===== src/rtl/modulo_diff_encoder.sv =====
// Modulo-ADC encoder: folds each sample and its ORDER-th finite difference into [-2^B, 2^B).
// Optional fold statistics counter is enabled by defining FOLD_STATS_EN.
module modulo_diff_encoder #(
    parameter int OUT_RES = 24,
    parameter int B       = 10,
    parameter int ORDER   = 2
) (
    input  logic                      clk,
    input  logic                      reset,
    input  logic                      in_valid,
    output logic                      in_ready,
    input  logic signed [OUT_RES-1:0] x,
    output logic                      out_valid,
    input  logic                      out_ready,
    output logic signed [OUT_RES-1:0] x_mod,
    output logic signed [OUT_RES-1:0] d_mod,
    output logic signed [OUT_RES-1:0] d_k,
    output logic                      warm,
    output logic [15:0]               fold_cnt
);

    localparam int W  = OUT_RES + ORDER;
    localparam int NW = (ORDER > 1) ? $clog2(ORDER) : 1;
    localparam int CW = $clog2(ORDER + 2);

    typedef enum logic [1:0] {
        IDLE,
        DIFF,
        FOLD,
        OUT
    } state_t;

    state_t                      state_q, state_d;
    logic [NW-1:0]               n_q, n_d;
    logic signed [W-1:0]         cur_q, cur_d;
    logic signed [W-1:0]         hist_q [ORDER];
    logic signed [W-1:0]         hist_d [ORDER];
    logic [CW-1:0]               cnt_q, cnt_d;
    logic                        in_ready_q, in_ready_d;
    logic                        out_valid_q, out_valid_d;
    logic                        warm_q, warm_d;
    logic signed [OUT_RES-1:0]   x_mod_q, x_mod_d;
    logic signed [OUT_RES-1:0]   d_mod_q, d_mod_d;
    logic signed [OUT_RES-1:0]   d_k_q, d_k_d;

    logic signed [OUT_RES-1:0]   cur_fold;
    logic signed [OUT_RES-1:0]   cur_k;
    logic                        last_order;

    // Wrap of the low B+1 bits; the fold count follows from floor(cur/2^(B+1))
    // plus one when the wrapped value went negative (bit B set).
    assign cur_fold   = {{(OUT_RES-B-1){cur_q[B]}}, cur_q[B:0]};
    assign cur_k      = OUT_RES'(signed'(cur_q[W-1:B+1])) + OUT_RES'(cur_q[B]);
    assign last_order = (n_q == NW'(ORDER - 1));

    always_comb begin
        state_d     = state_q;
        n_d         = n_q;
        cur_d       = cur_q;
        cnt_d       = cnt_q;
        out_valid_d = out_valid_q;
        warm_d      = warm_q;
        x_mod_d     = x_mod_q;
        d_mod_d     = d_mod_q;
        d_k_d       = d_k_q;

        case (state_q)
            IDLE: begin
                if (in_valid) begin
                    cur_d   = W'(x);
                    x_mod_d = {{(OUT_RES-B-1){x[B]}}, x[B:0]};
                    n_d     = '0;
                    state_d = DIFF;
                end
            end
            DIFF: begin
                cur_d = cur_q - hist_q[n_q];
                if (last_order) begin
                    state_d = FOLD;
                end else begin
                    n_d = n_q + NW'(1);
                end
            end
            FOLD: begin
                d_mod_d     = cur_fold;
                d_k_d       = cur_k;
                cnt_d       = (cnt_q == CW'(ORDER + 1)) ? cnt_q : cnt_q + CW'(1);
                warm_d      = (cnt_d == CW'(ORDER + 1));
                out_valid_d = 1'b1;
                state_d     = OUT;
            end
            OUT: begin
                if (out_ready) begin
                    out_valid_d = 1'b0;
                    state_d     = IDLE;
                end
            end
            default: state_d = IDLE;
        endcase

        in_ready_d = (state_d == IDLE);
    end

    // Each history tap captures the running difference before it is reduced by that tap.
    for (genvar gi = 0; gi < ORDER; gi++) begin : g_hist
        assign hist_d[gi] = (state_q == DIFF && n_q == NW'(gi)) ? cur_q : hist_q[gi];

        always_ff @(posedge clk) begin
            if (reset) begin
                hist_q[gi] <= '0;
            end else begin
                hist_q[gi] <= hist_d[gi];
            end
        end
    end

    always_ff @(posedge clk) begin
        if (reset) begin
            state_q     <= IDLE;
            n_q         <= '0;
            cur_q       <= '0;
            cnt_q       <= '0;
            in_ready_q  <= 1'b1;
            out_valid_q <= 1'b0;
            warm_q      <= 1'b0;
            x_mod_q     <= '0;
            d_mod_q     <= '0;
            d_k_q       <= '0;
        end else begin
            state_q     <= state_d;
            n_q         <= n_d;
            cur_q       <= cur_d;
            cnt_q       <= cnt_d;
            in_ready_q  <= in_ready_d;
            out_valid_q <= out_valid_d;
            warm_q      <= warm_d;
            x_mod_q     <= x_mod_d;
            d_mod_q     <= d_mod_d;
            d_k_q       <= d_k_d;
        end
    end

`ifdef FOLD_STATS_EN
    logic [15:0] fold_cnt_q, fold_cnt_d;

    always_comb begin
        fold_cnt_d = fold_cnt_q;
        if (state_q == FOLD && cur_k != '0 && fold_cnt_q != 16'hFFFF) begin
            fold_cnt_d = fold_cnt_q + 16'd1;
        end
    end

    always_ff @(posedge clk) begin
        if (reset) begin
            fold_cnt_q <= '0;
        end else begin
            fold_cnt_q <= fold_cnt_d;
        end
    end

    assign fold_cnt = fold_cnt_q;
`else
    assign fold_cnt = '0;
`endif

    assign in_ready  = in_ready_q;
    assign out_valid = out_valid_q;
    assign warm      = warm_q;
    assign x_mod     = x_mod_q;
    assign d_mod     = d_mod_q;
    assign d_k       = d_k_q;

endmodule


===== config.mk =====
export PLATFORM = sky130hd
export DESIGN_NAME = modulo_diff_encoder
export DESIGN_NICKNAME = d
export VERILOG_FILES = /design/src/rtl/modulo_diff_encoder.sv
export SDC_FILE = /design/constraint.sdc
export NUM_CORES = 1
export LEC_CHECK = 0
export CAP_MARGIN = 25
export CORE_ASPECT_RATIO = 1.75
export CORE_MARGIN = 1.5
export CORE_UTILIZATION = 54
export DETAILED_ROUTE_END_ITERATION = 12
export GPL_ROUTABILITY_DRIVEN = 0
export PLACE_DENSITY_LB_ADDON = 0.08
export SLEW_MARGIN = 40
export SYNTH_ARGS = -nofsm -noshare
export SYNTH_HDL_FRONTEND = slang
export SYNTH_SLANG_ARGS = --single-unit

===== constraint.sdc =====
create_clock -name clk -period 3.8 [get_ports clk]
set_input_delay 0.57 -clock clk [delete_from_list [all_inputs] [get_ports clk]]
set_output_delay 0.57 -clock clk [all_outputs]
set_load 0.05 [all_outputs]

==> results.ini <==
[clock_tree]
cts_max_level=4
cts_root_buf=clkbuf_16
cts_hold_buffers=0
post_cts_resized=0
path_clk_slew_ns=0.06
cts.sinks=125
postCtsSetupBuffers=0
insertion_delay_ns=0.42
cts_tree=done
clock_path_buffers=2
numCtsBuffers=17

[timing]
setup_ws_ns=0.862
fin_crit_sh_pct=77.3
setup_viol=0
fin_setup_tns_ns=0
layout_min_cycle_time_ns=2.94
finalMaxSlewViolations=0
max_freq_mhz=340
slew_headroom_pct=46.1
hold_violations=0
rsz0062_at_grt=false
worst_pin_slew_ns=0.806
holdWs_ns=0.460
clock_skew_ns=0.00916

[outcome]
status=complete, no violations

[die]
fp.dieArea_um2=13500
ios=119
die_h_um=153
die_w_um=88.6
std_cell_rows=54
start_util_pct=55.3
fp.coreArea_um2=12500

[placement]
port_buffers=102
dp_cells=950
hpwl_um=13700
pre_cts_slack_ns=0.887

[hold_path]
hold_path_class=flop to flop

[global_routing]
grtUsageTotal_pct=29.0
grt_pass1_vias=5888
grt_max_degree=33
grt_pass1_wl_um=29900
grt_overflow=0
antenna_found_initial=0

[routing]
dr.pass1.iters=7
met1_length_um=6690
vias=5775
highest_layer=met4
wl_met2_um=10100
first_iter_violations=407
wl_per_cell_um=19.3
ant_nets=0
drc=0
via_per_inst=5.89
wl_met3_um=907
drt_wl_total_um=18900

[synth]
synth_edf_count=52
synth_warnings=0
netlist.area_leader.share_pct=22.6
synth_top_cells_by_count=nand2_1 (98), dfxtp_1 (73), nor2_1 (58)
syn_inst=744
seq_area_frac_synth_pct=43.7
yosysMostFrequentCell=nand2_1
synth_flop_cell=dfxtp_1
synth_cell_type_count=62
synthArstFlopShare_pct=0
syn_area_per_cell_um2=9.30
ys_ff_latch=125
yosysTopAreaCell=edfxtp_1
synth_area_leaders=edfxtp_1 (23%), dfxtp_1 (21%), buf_4 (5.5%)
netlist_area_um2=6920

[final_layout]
instances_no_fill=981
num-fill-cells=996
drive_gt1_share_pct=7.26
final_nets=860
n_antenna_cell=0
syn_to_final_growth_pct=20.0

[power]
power_leakage_nw=3.08
ir_drop_uv=350
p_per_area_nw_per_um2=557

[setup_path]
startpoint_type=flop
critPathRequiredTime_ns=4.09
path_max_fanout=11
worstPathArrival_ns=3.23
crit_type=flop to flop
cp-end-kind=flop

[run]
maxCapViolCount=0

## per-stage QoR
step	instance area, µm²	power (mW)	util [%]
final	8300	4.63	66.4
after global routing	8300	4.82	66.4
after CTS	8300	4.60	66.4
after detailed placement	7750	3.09	62.0
after global placement	7740	3.06	61.9
after floorplan	6970	2.72	-
## kinds of logic after synthesis
logic type / count (synthesis) / share of synthesized area [%]
AND/OR/NAND/NOR: 270 / 18.5
AO/OA/AOI/OAI: 161 / 15.6
flip-flops: 125 / 43.7
buffers and inverters: 98 / 8.59
adder cells (fa/ha/maj): 31 / 5.72
XOR/XNOR: 31 / 3.93
multiplexers: 27 / 3.93
other: 1 / 0.0542
## final timing paths
| check | startpoint | to | slack, ns | cells past startpoint |
|---|---|---|---|---|
| max | flop | cur_q[25]$_SDFFE_PP0P_ | 0.86 | 10 |
| min | x_mod[8]$_SDFFE_PP0P_ | x_mod[8]$_SDFFE_PP0P_ | 0.46 | 2 |
| max reg2reg | flop | cur_q[25]$_SDFFE_PP0P_ | 0.86 | 10 |
| min reg2reg | x_mod[8]$_SDFFE_PP0P_ | x_mod[8]$_SDFFE_PP0P_ | 0.46 | 2 |
## placed cells by master (no fill, tap or decap), types with 17 or more instances in the layout
| cell type | count |
|---|---|
| a211oi_1 | 20 |
| a21oi_1 | 53 |
| and2_1 | 47 |
| clkbuf_16 | 19 |
| clkdlybuf4s50_1 | 101 |
| dfxtp_1 | 73 |
| edfxtp_1 | 52 |
| ha_1 | 30 |
| mux2i_1 | 26 |
| nand2_1 | 98 |
| nor2_1 | 56 |
| o21ai_0 | 18 |
| xor2_1 | 17 |
## registers in the layout, indices dropped and copies added (netlist names), named ones only
signal,flops
out_valid,1
warm,1
d_k,16
cur_q,26
d_mod,11
hist_q,52
state_q,2
last_order,1
cnt_q,2
in_ready,1
x_mod,11
## layer usage
metal  vias to the layer above  track usage [%]
met1                      2764             30.0
li1                       2692                -
met3                        79             4.71
met5                         -                0
met4                         0             19.2
met2                       240             51.8
## final cells by class
| type | instances | area (µm²) | area share [%] |
|---|---|---|---|
| Clock buffer | 22 | 490 | 5.91 |
| Clock inverter | 9 | 58.8 | 0.708 |
| Inverter | 8 | 30.0 | 0.362 |
| Multi-Input combinational cell | 536 | 3380 | 40.7 |
| Sequential cell | 125 | 3020 | 36.4 |
| Tap cell | 168 | 210 | 2.53 |
| Timing Repair Buffer | 113 | 1110 | 13.4 |
## report_power, final
group	switching (mW)	internal (mW)
registers	0.148	1.52
logic	0.908	0.534
clock network	0.602	0.914
total	1.66	2.97
## worst max-delay path, cell delays in order, from the launching register on
cell      delay, ns
dfxtp_1        0.40
buf_4          0.27
mux2i_1        0.22
ha_1           0.31
a21o_1         0.22
a31oi_1        0.30
a2111o_1       0.22
nand3_1        0.22
a31oi_1        0.39
xnor2_1        0.17
a21oi_1        0.09
Note: power is estimated with default switching activity, not from simulation.
